--- src/rtl/dec_onehot2bin_pipe_if.sv ---
// Handshake bundle for the one-hot decoder: upstream one-hot words in, decoded code/error out.
// master = the upstream/downstream environment, slave = the decoder.
interface dec_onehot2bin_pipe_if;
  logic        in_valid;
  logic        in_ready;
  logic [14:0] in_data;
  logic        out_valid;
  logic        out_ready;
  logic [3:0]  out_data;
  logic        out_err;

  modport master (
    output in_valid, in_data, out_ready,
    input  in_ready, out_valid, out_data, out_err
  );

  modport slave (
    input  in_valid, in_data, out_ready,
    output in_ready, out_valid, out_data, out_err
  );
endinterface

--- src/rtl/dec_onehot2bin_pipe.sv ---
// One-hot (15b) to 4b code decoder with output register + skid entry; latency 1, full throughput.
// in_ready comes from registered state only. DEC_ONEHOT_ERRCNT_EN builds the saturating multi-hot counter.
module dec_onehot2bin_pipe #(
  parameter int CNT_W = 8
) (
  input  logic                 clk_i,
  input  logic                 rst_ni,
  dec_onehot2bin_pipe_if.slave bus,
  output logic [CNT_W-1:0]     err_cnt_o
);

  typedef enum logic [1:0] {EMPTY, ONE, FULL} state_e;

  state_e     state_q, state_d;
  logic [3:0] out_code_q, out_code_d;
  logic       out_err_q, out_err_d;
  logic [3:0] skid_code_q, skid_code_d;
  logic       skid_err_q, skid_err_d;

  logic [3:0] dec_code;
  logic       dec_multi;
  logic       in_rdy;
  logic       out_vld;
  logic       accept;
  logic       emit;

  // Lowest set bit wins; an all-zero word maps to the idle code 15.
  always_comb begin
    dec_code = 4'hF;
    for (int k = 14; k >= 0; k--) begin
      if (bus.in_data[k]) dec_code = 4'(k);
    end
    dec_multi = (bus.in_data & (bus.in_data - 15'd1)) != 15'd0;
  end

  assign in_rdy  = (state_q != FULL);
  assign out_vld = (state_q != EMPTY);
  assign accept  = bus.in_valid & in_rdy;
  assign emit    = out_vld & bus.out_ready;

  assign bus.in_ready  = in_rdy;
  assign bus.out_valid = out_vld;
  assign bus.out_data  = out_code_q;
  assign bus.out_err   = out_err_q;

  always_ff @(posedge clk_i or negedge rst_ni) begin
    if (!rst_ni) begin
      state_q     <= EMPTY;
      out_code_q  <= 4'h0;
      out_err_q   <= 1'b0;
      skid_code_q <= 4'h0;
      skid_err_q  <= 1'b0;
    end else begin
      state_q     <= state_d;
      out_code_q  <= out_code_d;
      out_err_q   <= out_err_d;
      skid_code_q <= skid_code_d;
      skid_err_q  <= skid_err_d;
    end
  end

  always_comb begin
    state_d     = state_q;
    out_code_d  = out_code_q;
    out_err_d   = out_err_q;
    skid_code_d = skid_code_q;
    skid_err_d  = skid_err_q;
    unique case (state_q)
      EMPTY: begin
        if (accept) begin
          state_d    = ONE;
          out_code_d = dec_code;
          out_err_d  = dec_multi;
        end
      end
      ONE: begin
        if (accept && emit) begin
          out_code_d = dec_code;
          out_err_d  = dec_multi;
        end else if (accept) begin
          // OUT is stalled, so the new word parks in the skid entry.
          state_d     = FULL;
          skid_code_d = dec_code;
          skid_err_d  = dec_multi;
        end else if (emit) begin
          state_d = EMPTY;
        end
      end
      FULL: begin
        if (emit) begin
          state_d    = ONE;
          out_code_d = skid_code_q;
          out_err_d  = skid_err_q;
        end
      end
      default: state_d = EMPTY;
    endcase
  end

`ifdef DEC_ONEHOT_ERRCNT_EN
  logic [CNT_W-1:0] cnt_q;

  always_ff @(posedge clk_i or negedge rst_ni) begin
    if (!rst_ni) begin
      cnt_q <= '0;
    end else if (accept && dec_multi && (cnt_q != '1)) begin
      cnt_q <= cnt_q + CNT_W'(1);
    end
  end

  assign err_cnt_o = cnt_q;
`else
  assign err_cnt_o = '0;
`endif

endmodule

--- src/flat_wrapper.sv ---
// flat-port wrapper written by rule: the top's interface ports become plain ports
module dec_onehot2bin_pipe_flat 
#(
  parameter int CNT_W = 8
)
  (clk_i, rst_ni, err_cnt_o, bus_in_valid, bus_in_data, bus_out_ready, bus_in_ready, bus_out_valid, bus_out_data, bus_out_err);
  dec_onehot2bin_pipe_if bus_i ();
  input  logic clk_i;
  input  logic rst_ni;
  output logic [CNT_W-1:0] err_cnt_o;
  input wire logic [$bits(bus_i.in_valid)-1:0] bus_in_valid;
  input wire logic [$bits(bus_i.in_data)-1:0] bus_in_data;
  input wire logic [$bits(bus_i.out_ready)-1:0] bus_out_ready;
  output wire logic [$bits(bus_i.in_ready)-1:0] bus_in_ready;
  output wire logic [$bits(bus_i.out_valid)-1:0] bus_out_valid;
  output wire logic [$bits(bus_i.out_data)-1:0] bus_out_data;
  output wire logic [$bits(bus_i.out_err)-1:0] bus_out_err;
  assign bus_i.in_valid = bus_in_valid;
  assign bus_i.in_data = bus_in_data;
  assign bus_i.out_ready = bus_out_ready;
  assign bus_in_ready = bus_i.in_ready;
  assign bus_out_valid = bus_i.out_valid;
  assign bus_out_data = bus_i.out_data;
  assign bus_out_err = bus_i.out_err;
  dec_onehot2bin_pipe #(.CNT_W(CNT_W)) u_core (.clk_i(clk_i), .rst_ni(rst_ni), .bus(bus_i), .err_cnt_o(err_cnt_o));
endmodule
--- config.mk ---
export PLATFORM = sky130hd
export DESIGN_NAME = dec_onehot2bin_pipe_flat
export DESIGN_NICKNAME = d
export VERILOG_FILES = /design/src/rtl/dec_onehot2bin_pipe_if.sv /design/src/rtl/dec_onehot2bin_pipe.sv /design/src/flat_wrapper.sv
export SDC_FILE = /design/constraint.sdc
export NUM_CORES = 1
export LEC_CHECK = 0
export BUFFER_PORTS_ARGS = -buffer_cell sky130_fd_sc_hd__buf_2
export CAP_MARGIN = 40
export CORE_MARGIN = 4
export CORE_UTILIZATION = 45
export CTS_CLUSTER_SIZE = 28
export DETAILED_ROUTE_END_ITERATION = 10
export GPL_TIMING_DRIVEN = 0
export PLACE_DENSITY = 0.8
export SLEW_MARGIN = 10
export SYNTH_ARGS = -nofsm -noshare
export SYNTH_HDL_FRONTEND = slang
export SYNTH_SLANG_ARGS = --single-unit
--- constraint.sdc ---
create_clock -name clk_i -period 2.5 [get_ports clk_i]
set_input_delay 0.75 -clock clk_i [delete_from_list [all_inputs] [get_ports clk_i]]
set_output_delay 0.75 -clock clk_i [all_outputs]
set_load 0.02 [all_outputs]
==> results of run 1 <==
==> power breakdown <==
part           total [mW]  internal, mW  switching [mW]
Combinational       0.222        0.0845           0.137
Sequential          0.261         0.236          0.0246
Clock               0.156        0.0887          0.0675
==> Yosys cell counts (2+ instances only) <==
cell | instances | area share [%]
sky130_fd_sc_hd__a21oi_1 | 9 | 5.0
sky130_fd_sc_hd__a31oi_1 | 3 | 2.1
sky130_fd_sc_hd__buf_4 | 8 | 6.7
sky130_fd_sc_hd__dfrtp_1 | 12 | 33
sky130_fd_sc_hd__inv_1 | 6 | 2.5
sky130_fd_sc_hd__maj3_1 | 2 | 2.2
sky130_fd_sc_hd__nand2_1 | 10 | 4.2
sky130_fd_sc_hd__nand3b_1 | 2 | 1.7
sky130_fd_sc_hd__nor2_1 | 13 | 5.4
sky130_fd_sc_hd__nor2b_1 | 3 | 2.1
sky130_fd_sc_hd__nor3_1 | 7 | 3.9
sky130_fd_sc_hd__nor4_1 | 2 | 1.4
sky130_fd_sc_hd__o21ai_0 | 5 | 2.8
sky130_fd_sc_hd__o31ai_1 | 5 | 4.2
sky130_fd_sc_hd__or2_2 | 2 | 1.4
sky130_fd_sc_hd__or4_1 | 2 | 1.7
==> through the flow <==
stage               area, sq um  hold slack (ns)  std cells
finish                     1120            0.328        171
global route               1120            0.350        171
CTS                        1120            0.336        171
floorplan                   926            0.448        117
global placement           1080            0.460        167
detailed placement         1080            0.475        167
==> layout make-up <==
cell class                 count  area, sq um  area share [%]
inverter                       6         22.5            2.01
multi-input combinational     88          523            46.8
sequential                    12          300            26.8
tap                           25         31.3            2.80
timing repair buffer          25          125            11.2
buffer                        11         80.1            7.16
clock buffer                   4         36.3            3.24
==> how the worst max path moves through the flow <==
stage                               from            endpoint  slack, ns
after floorplan           bus_in_data[3]  u_core.bus.out_err       0.31
after global placement    bus_in_data[3]  u_core.bus.out_err       0.07
after detailed placement  bus_in_data[3]  u_core.bus.out_err       0.05
after CTS                 bus_in_data[3]  u_core.bus.out_err       0.34
after global routing      bus_in_data[2]  u_core.bus.out_err       0.22
final                     bus_in_data[3]  u_core.bus.out_err       0.34
==> state kept, by name (all words and copies together), names as in the netlist <==
register / flops
u_core.skid_code_q: 4
u_core.bus.out_data: 4
u_core.state_q: 2
u_core.bus.out_err: 1
u_core.skid_err_q: 1
==> critical path: cells and delay by family <==
kind                   cells  cell delay (ns)
and+or+nand+nor            3             0.98
AOI/OAI and AO/OA          2             0.30
buffers and inverters      2             0.28
==> cells by family (layout without fill, tap and decap cells) <==
logic type	Yosys count	after routing	synth area share (%)
buf+inv	17	46	11.4
compound gates	31	31	24.8
mux	2	2	2.36
other cells	1	8	0.417
fa+ha+maj	2	2	2.23
flops	12	12	33.4
simple gates	45	45	25.5
==> routing by layer <==
| metal | vias up | routed length, microns |
|---|---|---|
| met4 | 0 | 55 |
| met5 | - | 0 |
| met3 | 5 | 127 |
| met2 | 33 | 1030 |
| li1 | 457 | - |
| met1 | 388 | 857 |
==> impl_summary.txt, run 1 <==
----------------------------------------------------
[Synth]
  Count of distinct cell types in the synthesized netlist ... 35
  Number of enable-type register cells in the synthesized netlist ... 0
  Post-synthesis cell count ... 110
  Share of flip-flops with an asynchronous set or reset ... 100%
  Number of synthesized register bits ... 12
  Main flop type after synthesis ... sky130_fd_sc_hd__dfrtp_1
  Sequential element share of the synthesized area ... between 30% and 40%
  Warning count from the yosys run ... 0
  Mapped Avg Cell Area ... ~8 sq um
  Syn Std Cell Area ... 900 sq um

[Die]
  Core Box Area ... roughly 1800 sq um
  Effective utilization at floorplan ... between 40% and 50%
  Top-level I/O count ... 34
  Die width ... 52.7 microns
  Die height ... 52.7 microns
  Cell Rows ... 15
  Die area ... between 2000 and 3000 sq um

[Run]
  MaxCap Viol Count ... 0

[Global route]
  Met2 Use GR ... 26.7%
  Largest net degree at the start of global routing ... 13
  Antenna violations before repair ... 0
  Total global-route track usage ... 16.5%
  Total gr overflow ... 0
  Met1 global-route usage ... 21.0%
  Wire length of the first global-routing pass ... 3370 microns
  Number of global-route vias before repair ... 785
  Met3 global-route usage ... under 10%
  Gr busiest metal ... met2

[Clocking]
  Root Driver ... sky130_fd_sc_hd__clkbuf_4
  Longest Clk Path Bufs ... 2
  Hold-fix buffers, CTS ... 0
  CTS clk-pin slew, worst paths ... 0.08 ns
  Clock latency at the later pin of the worst-skew pair ... between 0.2 and 0.3 ns
  Number of post-CTS setup repair buffers ... 0
  Number of levels in the clock H-tree ... 1
  CTS tree ... done
  Cts bufs inserted ... 3
  Post-cts sizing count ... 0
  Clock Sinks ... 12

[Placement]
  Routability congestion estimate from global placement ... 0.804
  Detail Placement HPWL ... roughly 1700 microns
  IO Port Bufs ... 25
  Post-Place Worst Slack ... 0.0532 ns

[STA]
  Final clock period utilization by the worst path ... between 80 and 90%
  Worst setup skew after layout ... 0.00532 ns
  Accumulated negative setup slack ... 0 ns
  Fmax ... around 0.46 GHz
  Unrepaired setup endpoints after global routing ... no
  Slack of the critical path ... between 0.3 and 0.4 ns
  Final hold violation count ... 0
  Final slew viol count ... 0
  Shortest period the worst path allows ... between 2 and 2.5 ns
  Total setup violations reported at the end of the flow ... 0

[Detailed routing]
  DRT Pass-1 Iters ... 4
  Detailed-route wire length ... 2070 microns
  Detail-routed net length per standard cell ... 12.1 microns
  Per-cell via count in the routed design ... 5.16
  First DRT Iteration DRCs ... 19
  # DRC ... 0
  Total vias in the final route ... slightly below 900
  Post-route ant nets ... 0

[Finish]
  Count of fill cells added during filler insertion ... between 150 and 200
  Share of layout cells above drive strength 1 ... approximately a third
  Post-layout nets ... 166
  Commonest non-fill, non-tap cell in the layout ... sky130_fd_sc_hd__buf_2
  Diode count ... 0
  Most frequent cells in the layout ... sky130_fd_sc_hd__buf_2 (26), sky130_fd_sc_hd__nor2_1 (13), sky130_fd_sc_hd__dfrtp_1 (12), sky130_fd_sc_hd__nand2_1 (10), sky130_fd_sc_hd__a21oi_1 (9)
  Share of the core filled with cells ... 62.1%
  Layout-stage area growth over the synthesis result ... 24.3%

[Setup path]
  Crit. End Element ... flop
  Maximum cell stage delay along the critical path ... 0.53 ns
  Kind of critical path ... input port to flop
  Number of cells on the worst reg-to-reg path ... 7
  Worst EP required ... 2.66 ns
  Signal arrival time at the worst endpoint ... 2.32 ns
  Slowest-stage cell, CP ... sky130_fd_sc_hd__or4_4
  Launching point of the worst reg2reg path ... u_core.state_q[1]
  Max Fanout on Critical Path ... 8
  Cells traversed along the worst timing path ... buf_2, or4_4, buf_6, nor4_1, o221ai_1, nor3_2, a31oi_1
  R2r endpoint ... u_core.bus.out_data[0]
  Sort of element at the start of the critical path ... input port
  Minimum setup slack among reg-to-reg paths ... 0.68 ns

[Power and ir drop]
  Total power divided by cell area ... 571 nW/um^2
  Worst supply voltage drop on vdd ... 264 uV
  PnR Total Power ... 639 uW
  Leakage power ... 0.507 nW

[Outcome]
  Run status ... finished clean

[Worst hold path]
  Type of the worst min-delay path ... input port to async pin

----------------------------------------------------
No activity file was read; power rests on OpenSTA's default activity.
==> run 2, diff against run 1 <==
--- a/config.mk
+++ b/config.mk
@@ -7,12 +7,14 @@
 export LEC_CHECK = 0
 export BUFFER_PORTS_ARGS = -buffer_cell sky130_fd_sc_hd__buf_2
 export CAP_MARGIN = 40
+export CELL_PAD_IN_SITES_DETAIL_PLACEMENT = 1
+export CELL_PAD_IN_SITES_GLOBAL_PLACEMENT = 1
 export CORE_MARGIN = 4
-export CORE_UTILIZATION = 45
+export CORE_UTILIZATION = 37
 export CTS_CLUSTER_SIZE = 28
 export DETAILED_ROUTE_END_ITERATION = 10
 export GPL_TIMING_DRIVEN = 0
-export PLACE_DENSITY = 0.8
+export PLACE_DENSITY = 0.9
 export SLEW_MARGIN = 10
 export SYNTH_ARGS = -nofsm -noshare
 export SYNTH_HDL_FRONTEND = slang
==> impl_summary.txt, run 2 (synthesis gave the netlist of run 1 again) <==
----------------------------------------------------
[Detailed routing]
  Total vias in the final route ... 911 (+3.2%)
  Detail-routed net length per standard cell ... 13.7 microns (+14%)
  Post-route ant nets ... 0 (unchanged)
  # DRC ... 0 (unchanged)
  Per-cell via count in the routed design ... 5.27 (+2.0%)
  DRT Pass-1 Iters ... 2 (-2)
  First DRT Iteration DRCs ... 2 (-17)
  Detailed-route wire length ... 2380 microns (+15%)

[Run]
  MaxCap Viol Count ... 0 (unchanged)

[Setup path]
  Crit. End Element ... flop
  Kind of critical path ... input port to flop
  Max Fanout on Critical Path ... 8 (unchanged)
  Sort of element at the start of the critical path ... input port
  Cell family contributing the most delay on the critical path ... simple AND/OR/NAND/NOR gates
  Slowest-stage cell, CP ... sky130_fd_sc_hd__or4_4
  Combined buffer and inverter count along the critical path ... 2 (unchanged)
  Maximum cell stage delay along the critical path ... 0.53 ns (about the same)
  Worst EP required ... 2.65 ns (about the same)
  Signal arrival time at the worst endpoint ... 2.33 ns (about the same)
  Cells traversed along the worst timing path ... buf_2, or4_4, buf_6, nor4_1, o221ai_1, nor3_2, a31oi_1

[Global route]
  Number of global-route vias before repair ... 932 (+19%)
  Total global-route track usage ... 15.7% (-0.80 points)
  Met2 Use GR ... 28.2% (+1.6 points)
  Met1 global-route usage ... 17.4% (-3.6 points)
  Total gr overflow ... 0 (unchanged)
  Met3 global-route usage ... 3.17% (+2.0 points)
  Gr busiest metal ... met2
  Wire length of the first global-routing pass ... 4020 microns (+19%)
  Antenna violations before repair ... 0 (unchanged)
  Largest net degree at the start of global routing ... 13 (unchanged)

[Die]
  Die area ... 3280 sq um (+18%)
  Cell Rows ... 17 (+2)
  Die height ... 57.3 microns (+8.7%)
  Core Box Area ... 2250 sq um (+25%)
  Top-level I/O count ... 34 (unchanged)
  Die width ... 57.3 microns (+8.7%)
  Effective utilization at floorplan ... 39.9% (-10 points)

[Clocking]
  CTS clk-pin slew, worst paths ... 0.07 ns (about the same)
  Number of levels in the clock H-tree ... 1 (unchanged)
  CTS tree ... done
  Clock latency at the later pin of the worst-skew pair ... 0.28 ns (about the same)
  Longest Clk Path Bufs ... 2 (unchanged)
  Hold-fix buffers, CTS ... 0 (unchanged)
  Clock Sinks ... 12 (unchanged)
  Number of post-CTS setup repair buffers ... 0 (unchanged)
  Post-cts sizing count ... 0 (unchanged)
  Root Driver ... sky130_fd_sc_hd__clkbuf_4
  Cts bufs inserted ... 3 (unchanged)

[Placement]
  Detail Placement HPWL ... 1950 microns (+17%)
  IO Port Bufs ... 25 (unchanged)
  Placed cell area ... 1090 sq um (+0.35%)
  Routability congestion estimate from global placement ... 0.767 (-4.7%)
  Total instance count after detailed placement ... 170 (+1.8%)

[Power and ir drop]
  Total power divided by cell area ... 549 nW/um^2 (-3.9%)
  Fraction of power consumed by combinational cells ... 36.9% (+2.2 points)
  Fraction of power consumed by sequential logic ... 43.2% (+2.4 points)
  Worst supply voltage drop on vdd ... 288 uV (+9.1%)
  Switching fraction of total power ... 38.1% (+2.2 points)
  PnR Total Power ... 608 uW (-4.8%)
  Cell-internal power ... 377 uW (-8.0%)
  Reported net switching power ... 232 uW (+0.99%)
  Leakage power ... 0.500 nW (-1.4%)
  Clock power frac ... 19.9% (-4.6 points)

[Finish]
  Share of the core filled with cells ... 49.2% (-13 points)
  Share of layout cells above drive strength 1 ... 31.7% (-0.47 points)
  Post-route cell area ... 1110 sq um (-0.89%)
  Post-layout nets ... 166 (unchanged)
  Most frequent cells in the layout ... sky130_fd_sc_hd__buf_2 (26), sky130_fd_sc_hd__nor2_1 (13), sky130_fd_sc_hd__dfrtp_1 (12), sky130_fd_sc_hd__nand2_1 (10), sky130_fd_sc_hd__a21oi_1 (9)
  Diode count ... 0 (unchanged)
  Layout-stage area growth over the synthesis result ... 23.2%
  Commonest non-fill, non-tap cell in the layout ... sky130_fd_sc_hd__buf_2
  Non-filler cells, final ... 173 (+1.2%)

[STA]
  Accumulated negative setup slack ... 0 ns (unchanged)
  Shortest period the worst path allows ... 2.19 ns (+0.0254 ns)
  Unrepaired setup endpoints after global routing ... no
  Final clock period utilization by the worst path ... 87.5% (+1.0 points)
  Total setup violations reported at the end of the flow ... 0 (unchanged)
  Worst setup skew after layout ... 0.00428 ns (-0.00103 ns)
  Final hold violation count ... 0 (unchanged)
  Final slew viol count ... 0 (unchanged)
  Fmax ... 0.457 GHz (-1.2%)

[Worst hold path]
  Type of the worst min-delay path ... input port to async pin

[Outcome]
  Run status ... finished clean

----------------------------------------------------
-- run 2: final cells by class --
cell class	count	area [sq um]
Buffer	11	80.1
Multi-Input combinational cell	88	523
Clock buffer	3	22.5
Sequential cell	12	300
Timing Repair Buffer	25	125
Tap cell	28	35.0
Fill cell	325	1150
Inverter	6	22.5
-- run 2: path summary, 6_finish.rpt --
kind	startpoint	to	slack, ns	cells after the start
hold / removal	rst_ni	u_core.state_q[0]	0.34	1
min in group clk_i	u_core.bus.out_data[0]	u_core.bus.out_data[0]	0.50	2
setup / recovery	bus_in_data[3]	u_core.bus.out_err	0.31	7
max in group asynchronous	rst_ni	u_core.bus.out_data[3]	1.94	1
setup reg to reg	u_core.state_q[0]	u_core.bus.out_data[0]	0.69	7
hold reg to reg	u_core.bus.out_data[0]	u_core.bus.out_data[0]	0.50	2
-- run 2: power groups by stage --
stage / registers [mW] / clock network (mW) / logic [mW]
after floorplan: 0.287 / 0 / 0.120
after global placement: 0.262 / 0 / 0.217
after detailed placement: 0.266 / 0 / 0.226
after CTS: 0.264 / 0.121 / 0.227
after global routing: 0.269 / 0.133 / 0.247
final: 0.263 / 0.121 / 0.225
-- run 2: routing by layer --
layer  share of wire (%)  wire length [microns]
met4                 1.6                     38
met3                 5.3                    126
met2                  51                   1210
met1                  42                   1000
met5                   0                      0
-- run 2: per-stage QoR --
stage	worst slack [ns]	hold WS, ns
floorplan	0.305	0.448
global placement	0.0647	0.460
detailed placement	0.0235	0.485
CTS	0.311	0.346
global route	0.208	0.357
finish	0.314	0.336
